**config.mk**
```make
export PLATFORM = sky130hd
export DESIGN_NAME = ram_arbiter
export DESIGN_NICKNAME = d
export VERILOG_FILES = /design/src/rtl/ram_arb_pkg.sv /design/src/rtl/rr_burst_arb.sv /design/src/rtl/ram_arbiter.sv
export SDC_FILE = /design/constraint.sdc
export NUM_CORES = 1
export LEC_CHECK = 0
export CORE_ASPECT_RATIO = 1.1
export CORE_MARGIN = 10
export CORE_UTILIZATION = 30
export DETAILED_ROUTE_END_ITERATION = 16
export GPL_TIMING_DRIVEN = 0
export PLACE_DENSITY = 0.85
export SYNTH_ARGS = -nofsm -noshare
export SYNTH_HDL_FRONTEND = slang
export SYNTH_HIERARCHICAL = 1
export SYNTH_SLANG_ARGS = --single-unit
```
**constraint.sdc**
```tcl
create_clock -name clk -period 5.43 [get_ports clk]
set_clock_uncertainty 0.2 [all_clocks]
set_input_delay 0.8145 -clock clk [delete_from_list [all_inputs] [get_ports clk]]
set_output_delay 0.8145 -clock clk [all_outputs]
set_load 0.01 [all_outputs]
```
**src/rtl/ram_arb_pkg.sv**
```systemverilog
// Shared types for the two-client RAM arbiter.
//   arb_state_e : arbiter ownership state (IDLE, OWN_A, OWN_B)
//   owner_e     : identity of the client that received the most recent grant
package ram_arb_pkg;

  typedef enum logic [1:0] {
    IDLE  = 2'd0,
    OWN_A = 2'd1,
    OWN_B = 2'd2
  } arb_state_e;

  typedef enum logic {
    OWNER_A = 1'b0,
    OWNER_B = 1'b1
  } owner_e;

endpackage : ram_arb_pkg

```
**src/rtl/rr_burst_arb.sv**
```systemverilog
// Round-robin arbiter between two clients with a bounded burst length.
// Ports:
//   clk, rstn     : clock, asynchronous active-low reset
//   a_req, b_req  : per-client request
//   a_gnt, b_gnt  : per-client grant, combinational, same cycle as request
// A client keeps winning contention until it has taken MAX_BURST consecutive
// grants; an uncontended client is always granted.
module rr_burst_arb
  import ram_arb_pkg::*;
#(
  parameter int unsigned MAX_BURST = 4
) (
  input  logic clk,
  input  logic rstn,
  input  logic a_req,
  input  logic b_req,
  output logic a_gnt,
  output logic b_gnt
);

  localparam int unsigned CW = $clog2(MAX_BURST + 1);
  localparam logic [CW-1:0] MAX_CNT = CW'(MAX_BURST);

  arb_state_e     state;
  owner_e         last_owner;
  logic [CW-1:0]  burst_cnt;

  logic           a_sel;
  logic           b_sel;
  logic           same_owner;
  logic [CW-1:0]  cnt_next;

  // Grant selection
  always_comb begin
    a_sel = 1'b0;
    b_sel = 1'b0;
    if (a_req && !b_req) begin
      a_sel = 1'b1;
    end else if (b_req && !a_req) begin
      b_sel = 1'b1;
    end else if (a_req && b_req) begin
      case (state)
        OWN_A: begin
          if (burst_cnt < MAX_CNT) a_sel = 1'b1;
          else                     b_sel = 1'b1;
        end
        OWN_B: begin
          if (burst_cnt < MAX_CNT) b_sel = 1'b1;
          else                     a_sel = 1'b1;
        end
        default: begin
          if (last_owner == OWNER_B) a_sel = 1'b1;
          else                       b_sel = 1'b1;
        end
      endcase
    end
  end

  // Burst count follow-on: continue (saturating) for the same owner, restart otherwise
  always_comb begin
    same_owner = (a_sel && (state == OWN_A)) || (b_sel && (state == OWN_B));
    cnt_next   = CW'(1);
    if (same_owner) begin
      cnt_next = (burst_cnt == MAX_CNT) ? burst_cnt : burst_cnt + CW'(1);
    end
  end

  // Grants are held off for the whole time reset is asserted
  assign a_gnt = a_sel & rstn;
  assign b_gnt = b_sel & rstn;

  // Ownership state
  always_ff @(posedge clk or negedge rstn) begin
    if (!rstn) begin
      state      <= IDLE;
      last_owner <= OWNER_B;
      burst_cnt  <= '0;
    end else if (a_sel) begin
      state      <= OWN_A;
      last_owner <= OWNER_A;
      burst_cnt  <= cnt_next;
    end else if (b_sel) begin
      state      <= OWN_B;
      last_owner <= OWNER_B;
      burst_cnt  <= cnt_next;
    end else begin
      state      <= IDLE;
      burst_cnt  <= '0;
    end
  end

endmodule : rr_burst_arb

```
**src/rtl/ram_arbiter.sv**
```systemverilog
// Two-client arbiter/sequencer in front of a single-port synchronous RAM.
// Ports:
//   clk, rstn                         : clock, asynchronous active-low reset
//   a_req/a_we/a_addr/a_wd            : client A access request
//   a_gnt                             : A accepted this cycle (combinational)
//   a_rvalid                          : A read data on rd this cycle
//   b_*                               : same for client B
//   rd                                : shared read data (from ram_rd)
//   ram_we/ram_re/ram_addr/ram_wd     : RAM command
//   ram_rd                            : RAM read data (1-cycle latency)
module ram_arbiter
  import ram_arb_pkg::*;
#(
  parameter int unsigned WIDTH     = 8,
  parameter int unsigned ADDR      = 8,
  parameter int unsigned MAX_BURST = 4
) (
  input  logic             clk,
  input  logic             rstn,
  input  logic             a_req,
  input  logic             a_we,
  input  logic [ADDR-1:0]  a_addr,
  input  logic [WIDTH-1:0] a_wd,
  output logic             a_gnt,
  output logic             a_rvalid,
  input  logic             b_req,
  input  logic             b_we,
  input  logic [ADDR-1:0]  b_addr,
  input  logic [WIDTH-1:0] b_wd,
  output logic             b_gnt,
  output logic             b_rvalid,
  output logic [WIDTH-1:0] rd,
  output logic             ram_we,
  output logic             ram_re,
  output logic [ADDR-1:0]  ram_addr,
  output logic [WIDTH-1:0] ram_wd,
  input  logic [WIDTH-1:0] ram_rd
);

  rr_burst_arb #(
    .MAX_BURST (MAX_BURST)
  ) u_arb (
    .clk   (clk),
    .rstn  (rstn),
    .a_req (a_req),
    .b_req (b_req),
    .a_gnt (a_gnt),
    .b_gnt (b_gnt)
  );

  // RAM command mux from the granted client; idle bus is all zero
  always_comb begin
    ram_we   = 1'b0;
    ram_re   = 1'b0;
    ram_addr = '0;
    ram_wd   = '0;
    if (a_gnt) begin
      ram_we   = a_we;
      ram_re   = ~a_we;
      ram_addr = a_addr;
      ram_wd   = a_wd;
    end else if (b_gnt) begin
      ram_we   = b_we;
      ram_re   = ~b_we;
      ram_addr = b_addr;
      ram_wd   = b_wd;
    end
  end

  // Read-return strobes track the RAM's one-cycle read latency
  always_ff @(posedge clk or negedge rstn) begin
    if (!rstn) begin
      a_rvalid <= 1'b0;
      b_rvalid <= 1'b0;
    end else begin
      a_rvalid <= a_gnt & ~a_we;
      b_rvalid <= b_gnt & ~b_we;
    end
  end

  assign rd = ram_rd;

endmodule : ram_arbiter

```
# Yosys cells after proc, flatten, opt, wreduce, memory -nomap -nowiden
# Index checks and enable logic that the tools add are counted.
# Widths: inputs -> output; s select.
# op_classes
addsub,1
reduce_logical,9
bitwise_logic,6
eq_ne,3
order_cmp,1
n_mux,28
# op_table
op,count
$mux 8,4
$mux 1,16
$mux 3,4
$logic_and 1x1->1,5
$and 1x1->1,4
$mux 2,2
$pmux 1 s2,2
$add 3x1->3 const B,1
$eq 3x3->1 const B,1
$lt 3x3->1 const B,1
$eq 2x1->1 const B,1
$eq 2x2->1 const B,1
$logic_not 1->1,2
$not 1->1,2
$reduce_bool 2->1,1
$logic_or 1x1->1,1
# word_totals
out_inout_bits,30
regBits,8
word_cells,53

# Logic depth before layout (Yosys ltp)
# depth
word_depth,11
ltp_mapped,9
mapped_depth_nobuf,7

# Cells and area by module
# Netlist, hierarchy kept.
# by_module_without_submodules
mod,cells_each,n_inst,area_each_um2
rr_burst_arb,35,1,382.9
ram_arbiter,38,1,329.1

# Worst setup path before layout
# Ideal clock, no wire load.
# synth_timing
kind,input to output
start,input port a_req
end,output port ram_addr[0]
path_stages,7
t_arrival_ps,2099
required_time_ps,4416
slack_ps,2317
cell_sequence,and3_1 -> a311oi_2 -> and2_1 -> nor2b_2 -> buf_6 -> buf_6 -> a22o_1
# synth_between
elab_chain_cells,7
elab_cells_between_ends,14
cone_classes,mux: 8; bitwise: 2; reduce/logical: 4
# synth_lines
element,line,source
start: declaration,ram_arbiter.sv:20,"input logic a_req,"
$logic_and 1x1->1 or $logic_not 1->1 (tied branches),"rr_burst_arb.sv:41, rr_burst_arb.sv:39",
$mux 1 or $logic_and 1x1->1 (tied branches),"rr_burst_arb.sv:41, rr_burst_arb.sv:39",
$mux 1,rr_burst_arb.sv:39,end else if (b_req && !a_req) begin
$mux 1 (*),rr_burst_arb.sv:37,if (a_req && !b_req) begin
$and 1x1->1 (*),rr_burst_arb.sv:70,assign b_gnt = b_sel & rstn;
via b_gnt,ram_arbiter.sv:30,"output logic b_gnt,"
$mux 8 (*),ram_arbiter.sv:62,end else if (b_gnt) begin
$mux 8 (*),ram_arbiter.sv:57,if (a_gnt) begin
end: declaration,ram_arbiter.sv:35,"output logic [ADDR-1:0] ram_addr,"
# The timed path passes the listed nets; every way through them passes the cells marked *.

# Final worst setup path
# layout_timing
start,input port a_req
end,output port ram_wd[5]
# layout_between
elab_chain_cells,7
elab_cells_between_ends,14
cone_classes,mux: 8; bitwise: 2; reduce/logical: 4
# layout_lines
element,line,source
$logic_and 1x1->1 or $logic_not 1->1 (tied branches),"rr_burst_arb.sv:41, rr_burst_arb.sv:39",
$mux 1 or $logic_and 1x1->1 (tied branches),"rr_burst_arb.sv:41, rr_burst_arb.sv:39",
$mux 1,rr_burst_arb.sv:39,
$mux 1,rr_burst_arb.sv:37,
$and 1x1->1,rr_burst_arb.sv:70,
$mux 8,ram_arbiter.sv:62,
$mux 8 (*),ram_arbiter.sv:57,
end: declaration,ram_arbiter.sv:36,"output logic [WIDTH-1:0] ram_wd,"
# Mark *: on every way between the ends. The rest lies on a longest branch, timed or not.

==> metrics.md <==
| Metric | Value |
|---|---|
| Status | `finished clean` |
| Residual DRC | `0` |
| Die X | `66.4 um` |
| Post-route minimum period | `around 4300 ps` |
| Setup CP Type | `in2out` |
| Post-Place Worst Slack | `1170 ps` |
| R2R Setup Slk | `about 3300 ps` |
| Post-synth top cells | `17 x a22o_1, 8 x buf_4, 7 x dfrtp_1, 7 x inv_1, 4 x ha_1` |
| CP arrival | `roughly 3300 ps` |
| Final worst slack | `roughly 1200 ps` |
| Starting DRT DRC Count | `38` |
| Area grow syn2layout | `103%` |
| Number of setup buffers added after CTS | `0` |
| Clock Pin Slew Worst Setup and Hold Paths | `about 50 ps` |
| Leakage power | `0.634 nW` |
| Design area | `approximately 0.0014 mm2` |
| Nets | `195` |
| Fraction of registers with async set/reset | `1.00` |
| Initial antenna violation count | `0` |
| Total Power | `around 370 uW` |
| CTS Buffer Depth | `2` |
| Vias in the first global route | `approximately 900` |
| Worst Setup End Kind | `primary output` |
| Clk sinks | `8` |
| Tightest Pin Transition | `approximately 410 ps` |
| Period Utilization, post-route | `0.785` |
| Final antenna-violating net count | `0` |
| CTS Buf Count | `3` |
| Slew HR | `0.726` |
| GRT Util Overall | `0.119` |
| PortBufs | `67` |
| Initial Utilization | `0.316` |
| Via density | `4.62` |
| First-pass GRT wire length | `4460 um` |
| Cell Pwr Density | `about 260 mW/mm2` |
| Yosys reg bits | `8` |
| Setup TNS | `0 ps` |
| Final setup viols | `0` |
| Post-synthesis cell area | `712 um2` |
| Top cells by area, synth | `dfrtp_1 25%, a22o_1 21%, buf_4 8.4%, ha_1 7.0%, dfstp_2 3.7%` |
| Sequential fraction of the synthesis area | `0.283` |
| Vias | `about 800` |
| Seq. cell area | `roughly 200 um2` |
| Final Hold Viols | `0` |
| Reg2Reg Depth | `6` |
| GPL Wtd Cong | `around 0.74` |
| CTS resizes | `0` |
| CTS tree | `yes` |
| Total Die Area | `around 0.0047 mm2` |
| Die Height | `between 70 and 80 um` |
| Synthesized area per cell | `9.75 um2` |
| Worst Hold Depth | `2` |
| Grt ovf | `0` |
| Largest fanout on the critical path | `10` |
| Post-CTS Hold Fix Bufs | `0` |
| Layout cells sized above 1 | `0.153` |
| Post-DR wirelength/cell | `~16 um` |
| Maximum clock frequency | `between 0.2 and 0.25 GHz` |
| Core area | `between 0.002 and 0.0025 mm2` |
| Syn. warnings | `6` |
| CTS Root Cell | `clkbuf_4` |
| Worst min path class | `reg2reg` |
| Final slew viol count | `0` |
| Max-cap violations | `0` |
| Mapped Nets | `~120` |
| Peak per-stage delay on the critical path | `around 550 ps` |
| Unrepaired setup endpoints after global routing | `no` |
| Post-Synthesis Cells | `73` |
| Reg2reg end | `a_rvalid$_DFF_PN0_` |
| Number of flops mapped to enable cells by yosys | `0` |
| Top Ports | `76` |
| Crit-path slowest cell | `clkdlybuf4s50_1` |
| Post-Route WL | `2810 um` |
| Fillers | `just under 200` |
| Count leader, synth | `a22o_1` |
| HPWL Detailed | `approximately 2500 um` |
| Post-synthesis cell type count | `27` |
| Worst Path Required | `4420 ps` |
| Area of the multi-input gates | `around 390 um2` |
| Worst Hold Endpoint | `u_arb/last_owner$_DFFE_PN1P_` |
| Clock Latency Late Sink | `roughly 250 ps` |
| Synth Flop Type | `dfrtp_1` |
| Placement Cell Area | `about 0.0014 mm2` |
| Number of diodes | `0` |
| Worst path cell trace | `clkdlybuf4s50_1 > and3_1 > a311oi_2 > and2_1 > nor2b_2 > buf_6 > buf_6 > a22o_1 > clkdlybuf4s50_1` |
| Area leader, netlist | `dfrtp_1` |
| H-tree depth | `1` |
| Drt pass-1 iters | `4` |
| Hold path startpoint | `u_arb/last_owner$_DFFE_PN1P_` |
| Share of the synthesized area in the top cell type | `0.246` |
| Largest net degree at the start of global routing | `11` |
| Crit start category | `primary input` |
| VDD IR max | `around 0.13 mV` |
| # rows | `18` |
| Reg-to-Reg Start | `u_arb/state[0]$_DFF_PN0_` |
cell usage in the layout, fill, tap and decap left out, drive strengths merged:
cell,n
nor2b,2
dfstp,1
nand2,3
nor2,3
and2,3
a21oi,1
a21o,1
clkbuf,4
a311oi,1
mux2i,1
o21ai,1
a22o,17
mux2,1
dfrtp,7
o311a,1
buf,12
nand3b,2
and2b,2
clkdlybuf4s50,67
o211a,1
and3,1
ha,4
xnor2,1
inv,7
layout make-up:
cell class              instances  share of cell area
clock buffers                   4              0.0182
repair buffers                 67               0.464
inverters                       7              0.0182
flip-flops and latches          8               0.139
plain buffers                  12              0.0640
multi-input cells              46               0.271
well taps                      30              0.0260
critical path: cells and delay by family:
family	cells	cell delay, ps
buffers and inverters	4	1280
AOI/OAI and AO/OA	2	540
and+or+nand+nor	3	610
kinds of logic (layout without fill, tap and decap cells):
| group | count (synthesis) | after routing | synth area share |
|---|---|---|---|
| AOI/OAI and AO/OA | 23 | 23 | 0.299 |
| buffers and inverters | 19 | 90 | 0.167 |
| and+or+nand+nor | 16 | 16 | 0.134 |
| DFF | 8 | 8 | 0.283 |
| adders and majority gates | 4 | 4 | 0.0703 |
| muxes | 2 | 2 | 0.0351 |
| xor gates and xnor gates | 1 | 1 | 0.0123 |
worst max-delay path by stage:
| stage | cells past startpoint | to | slack, ps | startpoint |
|---|---|---|---|---|
| 2_1_floorplan | 7 | ram_addr[0] | 2320 | a_req |
| 3_3_place_gp | 9 | ram_addr[3] | 1210 | a_req |
| 3_5_place_dp | 9 | ram_wd[5] | 1170 | a_req |
| 4_1_cts | 9 | ram_wd[5] | 1160 | a_req |
| 5_1_grt | 9 | ram_wd[3] | 1000 | a_req |
| 6_report | 9 | ram_wd[5] | 1170 | a_req |
stage by stage:
| step | instances | utilization | hold WS [ps] |
|---|---|---|---|
| final | 174 | 0.642 | 310 |
| after global routing | 174 | 0.642 | 348 |
| after CTS | 174 | 0.642 | 310 |
| after detailed placement | 170 | 0.631 | 300 |
| after global placement | 170 | 0.631 | 296 |
| after floorplan | 73 | - | 281 |
report_power, final:
group          internal, mW  total [mW]  switching (mW)
clock network        0.0281      0.0483          0.0202
logic                 0.139       0.235          0.0961
registers            0.0783      0.0896          0.0113
routing by layer:
layer	part of all wire	GRT usage	up-vias
met1	0.32	0.106	365
met2	0.56	0.231	39
met4	0.0057	0.0350	0
met3	0.11	0.0488	4
li1	-	-	396
met5	0	0	-
state kept, by name, indices dropped and copies added, names as in the netlist:
signal / cells
u_arb/state: 2
a_rvalid: 1
u_arb/burst_cnt: 3
u_arb/last_owner: 1
b_rvalid: 1
(Power assumes the default switching activity.)
